### src/rtl/dma_frame_fetch_if.sv
`default_nettype none
// ============================================================================
// Module   : dma_frame_fetch_if
// Purpose  : Bundles the two bus-side groups of dma_frame_fetch:
//            - the single-word DMA request/completion bus
//            - the valid/ready word stream towards the AI datapath
// Modports : master - dma_frame_fetch side (drives requests and the stream)
//            slave  - environment side (DMA engine and stream consumer)
// Signals  : dma1_addr/dma1_read/dma1_write/dma1_writedata  request bus
//            dma_readdata/dma_rdy                           completion bus
//            out_data/out_valid/out_ready                   output stream
// Revision : 1.0 - initial release
// ============================================================================
interface dma_frame_fetch_if;
  logic [31:0] dma1_addr;
  logic        dma1_read;
  logic        dma1_write;
  logic [31:0] dma1_writedata;
  logic [31:0] dma_readdata;
  logic        dma_rdy;
  logic [31:0] out_data;
  logic        out_valid;
  logic        out_ready;

  modport master (
    output dma1_addr, dma1_read, dma1_write, dma1_writedata,
    output out_data, out_valid,
    input  dma_readdata, dma_rdy,
    input  out_ready
  );

  modport slave (
    input  dma1_addr, dma1_read, dma1_write, dma1_writedata,
    input  out_data, out_valid,
    output dma_readdata, dma_rdy,
    output out_ready
  );
endinterface
`default_nettype wire

### src/rtl/dma_frame_fetch.sv
`default_nettype none
// ============================================================================
// Module   : dma_frame_fetch
// Purpose  : Turns one "fetch N words from base" command into a sequence of
//            single-word DMA reads, buffers the returned words in a
//            first-word-fall-through FIFO and streams them out over
//            valid/ready. At most one DMA read is ever outstanding and a read
//            is only issued when the FIFO has room for its word.
// Ports    : clk, rst (async, active low)
//            cfg_base, cfg_len, start   command, sampled when accepted
//            busy, done                 status (done: one-cycle pulse)
//            bus (master)               DMA request/completion + stream
// Revision : 1.0 - initial release
// ============================================================================
module dma_frame_fetch #(
  parameter int FIFO_DEPTH = 8,
  parameter int LEN_W      = 16,
  parameter int ADDR_STEP  = 4
) (
  input  wire logic             clk,
  input  wire logic             rst,
  input  wire logic [31:0]      cfg_base,
  input  wire logic [LEN_W-1:0] cfg_len,
  input  wire logic             start,
  output logic                  busy,
  output logic                  done,
  dma_frame_fetch_if.master     bus
);

  localparam int                 c_ptr_w = $clog2(FIFO_DEPTH);
  localparam int                 c_cnt_w = c_ptr_w + 1;
  localparam logic [c_cnt_w-1:0] c_depth = c_cnt_w'(FIFO_DEPTH);
  localparam logic [31:0]        c_step  = 32'(ADDR_STEP);

  typedef enum logic [1:0] {
    S_IDLE  = 2'd0,
    S_REQ   = 2'd1,
    S_WAIT  = 2'd2,
    S_DRAIN = 2'd3
  } state_t;

  state_t             r_state;
  state_t             w_state_next;
  logic [31:0]        r_addr;
  logic [LEN_W-1:0]   r_rem;
  logic               r_read;
  logic               r_busy;
  logic               r_done;

  logic [31:0]        r_mem [FIFO_DEPTH];
  logic [c_ptr_w-1:0] r_wr_ptr;
  logic [c_ptr_w-1:0] r_rd_ptr;
  logic [c_cnt_w-1:0] r_count;
  logic [31:0]        r_out_data;
  logic               r_out_valid;

  logic               w_push;
  logic               w_pop;
  logic [c_ptr_w-1:0] w_rd_ptr_next;
  logic [c_cnt_w-1:0] w_count_after_pop;
  logic [c_cnt_w-1:0] w_count_next;
  logic               w_space;
  logic [31:0]        w_head_next;
  logic               w_issue;
  logic               w_load;
  logic               w_advance;
  logic               w_done_next;

  // Completions are only meaningful while a read is outstanding; a stale
  // dma_rdy in any other state (e.g. after a reset) is dropped.
  assign w_push            = (r_state == S_WAIT) && bus.dma_rdy;
  assign w_pop             = r_out_valid && bus.out_ready;
  assign w_rd_ptr_next     = r_rd_ptr + c_ptr_w'(w_pop);
  assign w_count_after_pop = r_count - c_cnt_w'(w_pop);
  assign w_count_next      = w_count_after_pop + c_cnt_w'(w_push);

  // Occupancy as it will be when the new read goes out. Nothing else can be
  // pushed until that read completes, so one free slot here is enough.
  assign w_space = (w_count_next < c_depth);

  // Next head word: if the FIFO is empty after this cycle's pop, the only
  // candidate is the word arriving now (bypass around the memory write).
  always_comb begin
    if (w_count_after_pop == '0) begin
      w_head_next = bus.dma_readdata;
    end else begin
      w_head_next = r_mem[w_rd_ptr_next];
    end
  end

  // Next-state logic. dma1_read is registered, so the request for the coming
  // cycle is decided here (w_issue) alongside the transition into REQ.
  always_comb begin
    w_state_next = r_state;
    w_issue      = 1'b0;
    w_load       = 1'b0;
    w_advance    = 1'b0;
    w_done_next  = 1'b0;
    case (r_state)
      S_IDLE: begin
        if (start) begin
          if (cfg_len != '0) begin
            w_load       = 1'b1;
            w_state_next = S_REQ;
            w_issue      = w_space;
          end else begin
            w_done_next  = 1'b1;
          end
        end
      end
      S_REQ: begin
        if (r_read) begin
          w_state_next = S_WAIT;
        end else begin
          w_issue = w_space;
        end
      end
      S_WAIT: begin
        if (w_push) begin
          w_advance = 1'b1;
          if (r_rem == LEN_W'(1)) begin
            w_state_next = S_DRAIN;
          end else begin
            w_state_next = S_REQ;
            w_issue      = w_space;
          end
        end
      end
      S_DRAIN: begin
        if (w_count_next == '0) begin
          w_state_next = S_IDLE;
          w_done_next  = 1'b1;
        end
      end
      default: begin
        w_state_next = S_IDLE;
      end
    endcase
  end

  always_ff @(posedge clk or negedge rst) begin
    if (!rst) begin
      r_state <= S_IDLE;
      r_addr  <= '0;
      r_rem   <= '0;
      r_read  <= 1'b0;
      r_busy  <= 1'b0;
      r_done  <= 1'b0;
    end else begin
      r_state <= w_state_next;
      r_read  <= w_issue;
      r_busy  <= (w_state_next != S_IDLE);
      r_done  <= w_done_next;
      if (w_load) begin
        r_addr <= cfg_base;
        r_rem  <= cfg_len;
      end else if (w_advance) begin
        r_addr <= r_addr + c_step;
        r_rem  <= r_rem - LEN_W'(1);
      end
    end
  end

  // FIFO storage carries no reset; pointers and count define its contents.
  always_ff @(posedge clk) begin
    if (w_push) begin
      r_mem[r_wr_ptr] <= bus.dma_readdata;
    end
  end

  always_ff @(posedge clk or negedge rst) begin
    if (!rst) begin
      r_wr_ptr    <= '0;
      r_rd_ptr    <= '0;
      r_count     <= '0;
      r_out_valid <= 1'b0;
      r_out_data  <= '0;
    end else begin
      r_wr_ptr    <= r_wr_ptr + c_ptr_w'(w_push);
      r_rd_ptr    <= w_rd_ptr_next;
      r_count     <= w_count_next;
      r_out_valid <= (w_count_next != '0);
      if (w_count_next != '0) begin
        r_out_data <= w_head_next;
      end
    end
  end

  assign busy               = r_busy;
  assign done               = r_done;
  assign bus.dma1_addr      = r_addr;
  assign bus.dma1_read      = r_read;
  assign bus.dma1_write     = 1'b0;
  assign bus.dma1_writedata = 32'h0;
  assign bus.out_data       = r_out_data;
  assign bus.out_valid      = r_out_valid;

endmodule
`default_nettype wire
### src/flat_wrapper.sv
// flat-port wrapper written by rule: the top's interface ports become plain ports
module dma_frame_fetch_flat 
#(
  parameter int FIFO_DEPTH = 8,
  parameter int LEN_W      = 16,
  parameter int ADDR_STEP  = 4
)
  (clk, rst, cfg_base, cfg_len, start, busy, done, bus_dma1_addr, bus_dma1_read, bus_dma1_write, bus_dma1_writedata, bus_out_data, bus_out_valid, bus_dma_readdata, bus_dma_rdy, bus_out_ready);
  dma_frame_fetch_if bus_i ();
  input  wire logic clk;
  input  wire logic rst;
  input  wire logic [31:0] cfg_base;
  input  wire logic [LEN_W-1:0] cfg_len;
  input  wire logic start;
  output logic busy;
  output logic done;
  output wire logic [$bits(bus_i.dma1_addr)-1:0] bus_dma1_addr;
  output wire logic [$bits(bus_i.dma1_read)-1:0] bus_dma1_read;
  output wire logic [$bits(bus_i.dma1_write)-1:0] bus_dma1_write;
  output wire logic [$bits(bus_i.dma1_writedata)-1:0] bus_dma1_writedata;
  output wire logic [$bits(bus_i.out_data)-1:0] bus_out_data;
  output wire logic [$bits(bus_i.out_valid)-1:0] bus_out_valid;
  input wire logic [$bits(bus_i.dma_readdata)-1:0] bus_dma_readdata;
  input wire logic [$bits(bus_i.dma_rdy)-1:0] bus_dma_rdy;
  input wire logic [$bits(bus_i.out_ready)-1:0] bus_out_ready;
  assign bus_dma1_addr = bus_i.dma1_addr;
  assign bus_dma1_read = bus_i.dma1_read;
  assign bus_dma1_write = bus_i.dma1_write;
  assign bus_dma1_writedata = bus_i.dma1_writedata;
  assign bus_out_data = bus_i.out_data;
  assign bus_out_valid = bus_i.out_valid;
  assign bus_i.dma_readdata = bus_dma_readdata;
  assign bus_i.dma_rdy = bus_dma_rdy;
  assign bus_i.out_ready = bus_out_ready;
  dma_frame_fetch #(.FIFO_DEPTH(FIFO_DEPTH), .LEN_W(LEN_W), .ADDR_STEP(ADDR_STEP)) u_core (.clk(clk), .rst(rst), .cfg_base(cfg_base), .cfg_len(cfg_len), .start(start), .busy(busy), .done(done), .bus(bus_i));
endmodule
### config.mk
export PLATFORM = sky130hd
export DESIGN_NAME = dma_frame_fetch_flat
export DESIGN_NICKNAME = d
export VERILOG_FILES = /design/src/rtl/dma_frame_fetch_if.sv /design/src/rtl/dma_frame_fetch.sv /design/src/flat_wrapper.sv
export SDC_FILE = /design/constraint.sdc
export NUM_CORES = 1
export LEC_CHECK = 0
export ABC_CLOCK_PERIOD_IN_PS = 10220
export BUFFER_PORTS_ARGS = -buffer_cell sky130_fd_sc_hd__clkbuf_2
export CORE_UTILIZATION = 32
export CTS_CLUSTER_DIAMETER = 80
export CTS_CLUSTER_SIZE = 25
export DETAILED_ROUTE_END_ITERATION = 12
export GPL_TIMING_DRIVEN = 0
export SYNTH_ARGS = -nofsm -noshare
export SYNTH_HDL_FRONTEND = slang
export SYNTH_SLANG_ARGS = --single-unit
### constraint.sdc
create_clock -name clk -period 10.22 [get_ports clk]
set_input_delay 2.555 -clock clk [delete_from_list [all_inputs] [get_ports clk]]
set_output_delay 2.555 -clock clk [all_outputs]
set_load 0.005 [all_outputs]
* After elaboration in Yosys (flattened, before gate mapping) *
Memory sizes are Yosys's and may differ from the RTL's.
Cells that the tools add are included.

storage, ports and cells
  bits in writable memories = 256
  word-level logic and storage cells = 60
  register bits after elaboration = 96
  bits in read-only memories = 0
  latch bits = 0
  bits of input ports = 85
  memories = 1

memories
  name          depth  bits a word  read ports  clocked after Yosys merged registers in  write ports  RTL line               RTL
  u_core.r_mem  8      32           1           0                                        1            dma_frame_fetch.sv:50  logic [31:0] r_mem [FIFO_DEPTH];

cells by class
  shift operators = 0
  multiplexer cells = 28
  bitwise gates (word level) = 0
  reduce and logical (&&, ||, !) cells = 9
  add/sub/neg operators = 6
  div/mod/pow operators = 0
  multipliers = 0
  equality and inequality tests = 4
  order comparisons = 1

operator list
  cell                                                                     count
  32-bit two-way mux                                                       3
  32-bit by 3-bit adder with 32-bit output (second input constant)         1
  16-bit two-way mux                                                       2
  16-bit by 1-bit equality test with 1-bit output (second input constant)  1
  16-bit nonzero test                                                      1
  16-bit by 1-bit subtractor with 16-bit output (second input constant)    1
  1-bit two-way mux                                                        14
  2-bit two-way mux                                                        6
  4-bit logical NOT                                                        2
  2-bit case mux with 4 select lines                                       1
  3-bit by 1-bit adder with 3-bit output                                   2
  4-bit by 1-bit adder with 4-bit output                                   1
  2-bit equality test (second input constant)                              2
  4-bit less-than comparator (second input constant)                       1
  2-bit nonzero test                                                       2
  4-bit nonzero test                                                       1
  4-bit by 1-bit subtractor with 4-bit output                              1
  1-bit case mux with 3 select lines                                       1
  2-bit by 1-bit equality test with 1-bit output (second input constant)   1
  1-bit logical AND                                                        2
  2-bit logical NOT                                                        1
  1-bit case mux with 2 select lines                                       1

* Logic depth before layout (Yosys ltp) *
  word-level depth = 7
  mapped depth = 11
  mapped depth without buffers = 9

* Least setup slack after synthesis *
No wires, ideal clock.

  kind = input-to-reg
  start point = in bus_dma_rdy
  end point = mem u_core.r_mem[0][0], enable pin
  slack = 3.909 ns
  arrival time = 5.810 ns
  stages = 2
  path buffers = 0
  cells stage by stage = nand2_1 -> nor4_1

on the way
  longest elaborated chain between the ends = 3

RTL lines
  what                                     RTL line                RTL
  from (decl)                              flat_wrapper.sv:24      input wire logic [$bits(bus_i.dma_rdy)-1:0] bus_dma_rdy;
  1-bit logical AND                        dma_frame_fetch.sv:71   assign w_push = (r_state == S_WAIT) && bus.dma_rdy;
  1-bit two-way mux                        dma_frame_fetch.sv:166  if (w_push) begin
  1-bit two-way mux (implied by the code)  dma_frame_fetch.sv:167  r_mem[r_wr_ptr] <= bus.dma_readdata;
  to (decl)                                dma_frame_fetch.sv:50

No other way between the ends.

* Worst setup path in the final report *
  start point = in bus_out_ready
  end point = reg u_core.r_out_data[9], in the netlist u_core.bus.out_data[9]

on the way
  longest elaborated chain between the ends = 4
  elaborated cells on any way between the ends = 8
  classes of those cells = add/sub (3); mux (1); reduce/logical (3); memory (1)

RTL lines
  what                                    RTL line                RTL
  from (decl)                             flat_wrapper.sv:25      input wire logic [$bits(bus_i.out_ready)-1:0] bus_out_ready;
  1-bit logical AND                       dma_frame_fetch.sv:72   assign w_pop = r_out_valid && bus.out_ready;
  3-bit by 1-bit adder with 3-bit output  dma_frame_fetch.sv:73   assign w_rd_ptr_next = r_rd_ptr + c_ptr_w'(w_pop);
  via u_core.w_rd_ptr_next[1]             dma_frame_fetch.sv:59   logic [c_ptr_w-1:0] w_rd_ptr_next;
  memory read 8 x 32 bit                  n/a
  32-bit two-way mux                      dma_frame_fetch.sv:84   if (w_count_after_pop == '0) begin
  to (signal assigned)                    dma_frame_fetch.sv:184  r_out_data <= w_head_next;
  to (decl)                               dma_frame_fetch.sv:54   logic [31:0] r_out_data;

The timed path passes the listed nets, and every way through them passes these cells.
A chain may end at the register's enable or synchronous reset.

==> reports/results.ini <==
[worst_setup_path]
cp-end-kind = flip-flop
path_class = in -> reg
r2r_start = u_core.bus.out_valid$_DFF_PN0_
path_max_fanout = 10
rrSetupSlack_ns = 6.96
ff2ff_path_depth = 9
worstPathRequired_ns = 10.64
worstReg2RegEnd = u_core.bus.out_data[9]$_DFFE_PN0N_
cp.arrival_ns = 5.37
worstSetupStartpointType = primary input

[global_route]
gr-total-overflow = 0
grt_usage_pct = 14.3
grt_antenna_before_repair = 2
grt_max_degree = 66
grt_pass1_wl_um = 51400
grt_pass1_vias = 8323

[synthesis]
synthFlopType = edfxtp_1
synthAdderAreaFrac_pct = 1.25
ys_seq_area_share_pct = 67.4
async_reset_ff_share_pct = 27.3
synth_top_cell_by_area = edfxtp_1
synthMuxAreaShare_pct = 16.7
ys_types = 48
synth_top_cell_area_share_pct = 51.3
syn_area_per_cell_um2 = 16.4
yosys-top-cells-count = edfxtp_1, dfrtp_1, mux2i_1
synth_edf_count = 256
synthXorXnorAreaFrac_pct = 2.98
synth_compound_area_share_pct = 2.26
yosysMostFrequentCell = edfxtp_1
synth_top_family_by_area = multiplexers
yosysWarningCount = 0
ys_seq_elements = 352
synth.area.top_cells = edfxtp_1, dfrtp_1, mux4_2
synthSimpleGateAreaFrac_pct = 5.35
syn_area_um2 = 15000
syn_inst = 914

[power_and_ir_drop]
vdd_ir_drop_max_mv = 0.141
power_leakage_nw = 6.92
power_density_nw_per_um2 = 283

[sta]
slew_viol_final = 0
worst_slack_ns = 5.28
setup_viol = 0
min_period_ns = 4.94
skew_ns = 0.0335
finalHoldViolCount = 0
fmax_ghz = 0.202
rsz0062_at_grt = false
tightest_slew_ns = 1.04
relSlewSlack_pct = 30.1
fin_crit_sh_pct = 48.4

[min_path]
hold_path.startpoint = u_core.r_rd_ptr[0]$_DFF_PN0_
whs_path_depth = 1
holdPathEnd = u_core.r_rd_ptr[0]$_DFF_PN0_
min_path_type = reg -> reg

[place]
dp.cells = 1721
hpwl_um = 23400
place_area_um2 = 17000
pre_cts_ws_ns = 4.62
port_buffers = 152
place.gp.congestion = 0.793

[detailed_routing]
num_vias = 8345
drt_wl_total_um = 34000
ant_nets = 0
first_pass_iters = 5
routed_via_density = 4.73
wl_per_cell_um = 19.3
drc_errors = 0
drt_iter0_drc = 641

[cts]
cts.path.max_buffers = 3
clk_pin_slew_ns = 0.10
cts.repair.resized = 0
cts_sinks = 352
clock_latency_ns = 0.57
hold_buffers = 0
h-tree-depth = 1
cts-root-buf = clkbuf_16
post_cts_buffers = 0
cts_tree = done
numCtsBuffers = 23

[floorplanning]
start_util_pct = 32.7
rows = 78
dieWidth_um = 218
ios = 186
core-area_um2 = 45800
dieArea_um2 = 47700
die_y_um = 218

[cells_and_area]
area_delta_synth_final_pct = 18.5
final_cells = 1764
multi_input_area_um2 = 4440
fin_area_um2 = 17800
regArea_um2 = 10100
final_nets = 1246
fillers = 4276
drive_above_1_share_pct = 31.6

[outcome]
status = finished, final reports clean

[run]
cap_violations = 0

## routing by layer
metal	wire [µm]	up-vias	GRT usage [%]
li1	-	3856	-
met1	15800	4292	20.2
met2	16400	161	23.3
met3	1310	34	2.32
met4	544	2	2.91
met5	11	-	0
## area by class of cell
cell class,count,share of cell area (%)
Timing Repair Buffer,175,5.99
Clock inverter,13,1.08
Antenna cell,1,0.0141
Clock buffer,29,3.37
Multi-Input combinational cell,481,25.0
Inverter,43,0.909
Buffer,70,2.55
Tap cell,600,4.23
Sequential cell,352,56.8
## through the flow
step | hold slack, ns | power [mW] | util [%] | setup TNS, ns
after floorplan | 0.472 | 3.43 | - | 0
after global placement | 0.484 | 4.04 | 36.3 | -3.51
after detailed placement | 0.490 | 4.11 | 37.1 | 0
after CTS | 0.514 | 5.13 | 38.8 | 0
after global routing | 0.519 | 5.36 | 38.8 | 0
final | 0.508 | 5.03 | 38.8 | 0
## report_power, final
part	internal, mW	switching [mW]
sequential	1.79	0.183
clock	0.457	0.552
combinational	1.04	1.01
## sequential cells by signal, summed over array words and instances, names as in the netlist
signal and cells:
u_core.r_mem 256, u_core.r_wr_ptr 3, u_core.bus.out_valid 1, u_core.r_rd_ptr 3, u_core.r_rem 16, u_core.busy 1, u_core.bus.out_data 32, u_core.done 1
u_core.r_count 4, u_core.r_state 2, u_core.bus.dma1_read 1, u_core.bus.dma1_addr 32
## logic make-up after synthesis
family	after synthesis
buffers and inverters	113
and+or+nand+nor	159
other	1
xor gates and xnor gates	51
muxes	165
AOI/OAI and AO/OA	58
DFF	352
adders and majority gates	15
## worst max-delay path by stage
stage,from,endpoint,slack [ns]
3_3_place_gp,bus_dma_rdy,u_core.r_mem[0][16]$_DFFE_PP_,-0.12
4_1_cts,bus_out_ready,u_core.bus.out_data[9]$_DFFE_PN0N_,5.21
2_1_floorplan,bus_dma_rdy,u_core.r_mem[0][0]$_DFFE_PP_,3.91
6_report,bus_out_ready,u_core.bus.out_data[9]$_DFFE_PN0N_,5.28
3_5_place_dp,bus_out_ready,u_core.bus.out_data[9]$_DFFE_PN0N_,4.62
5_1_grt,bus_out_ready,u_core.bus.out_data[9]$_DFFE_PN0N_,5.03
## cell usage in the layout, fill, tap and decap left out, types with 9 or more instances in the layout
cell type and instances:
mux2_2 36, nor3_1 12, buf_4 39, buf_6 14, o21ai_1 9, nor2_1 15, o21ai_0 37, inv_1 42
xnor2_1 28, ha_1 15, conb_1 33, nand4_1 13, xor2_1 23, clkbuf_2 151, edfxtp_1 256, mux2i_1 65
nand3_1 11, clkbuf_1 29, dfrtp_1 96, mux4_2 64, clkbuf_16 23, nand2_1 60
## worst max-delay path: stages
cell and delay, ns:
clkbuf_2 0.07, and2_1 0.18, ha_1 0.20, ha_1 0.29, clkbuf_1 0.39, clkbuf_1 0.66
mux4_2 0.42, mux2_2 0.28, mux2i_1 0.20, mux2i_1 0.11
No activity file was read; power rests on OpenSTA's default activity.
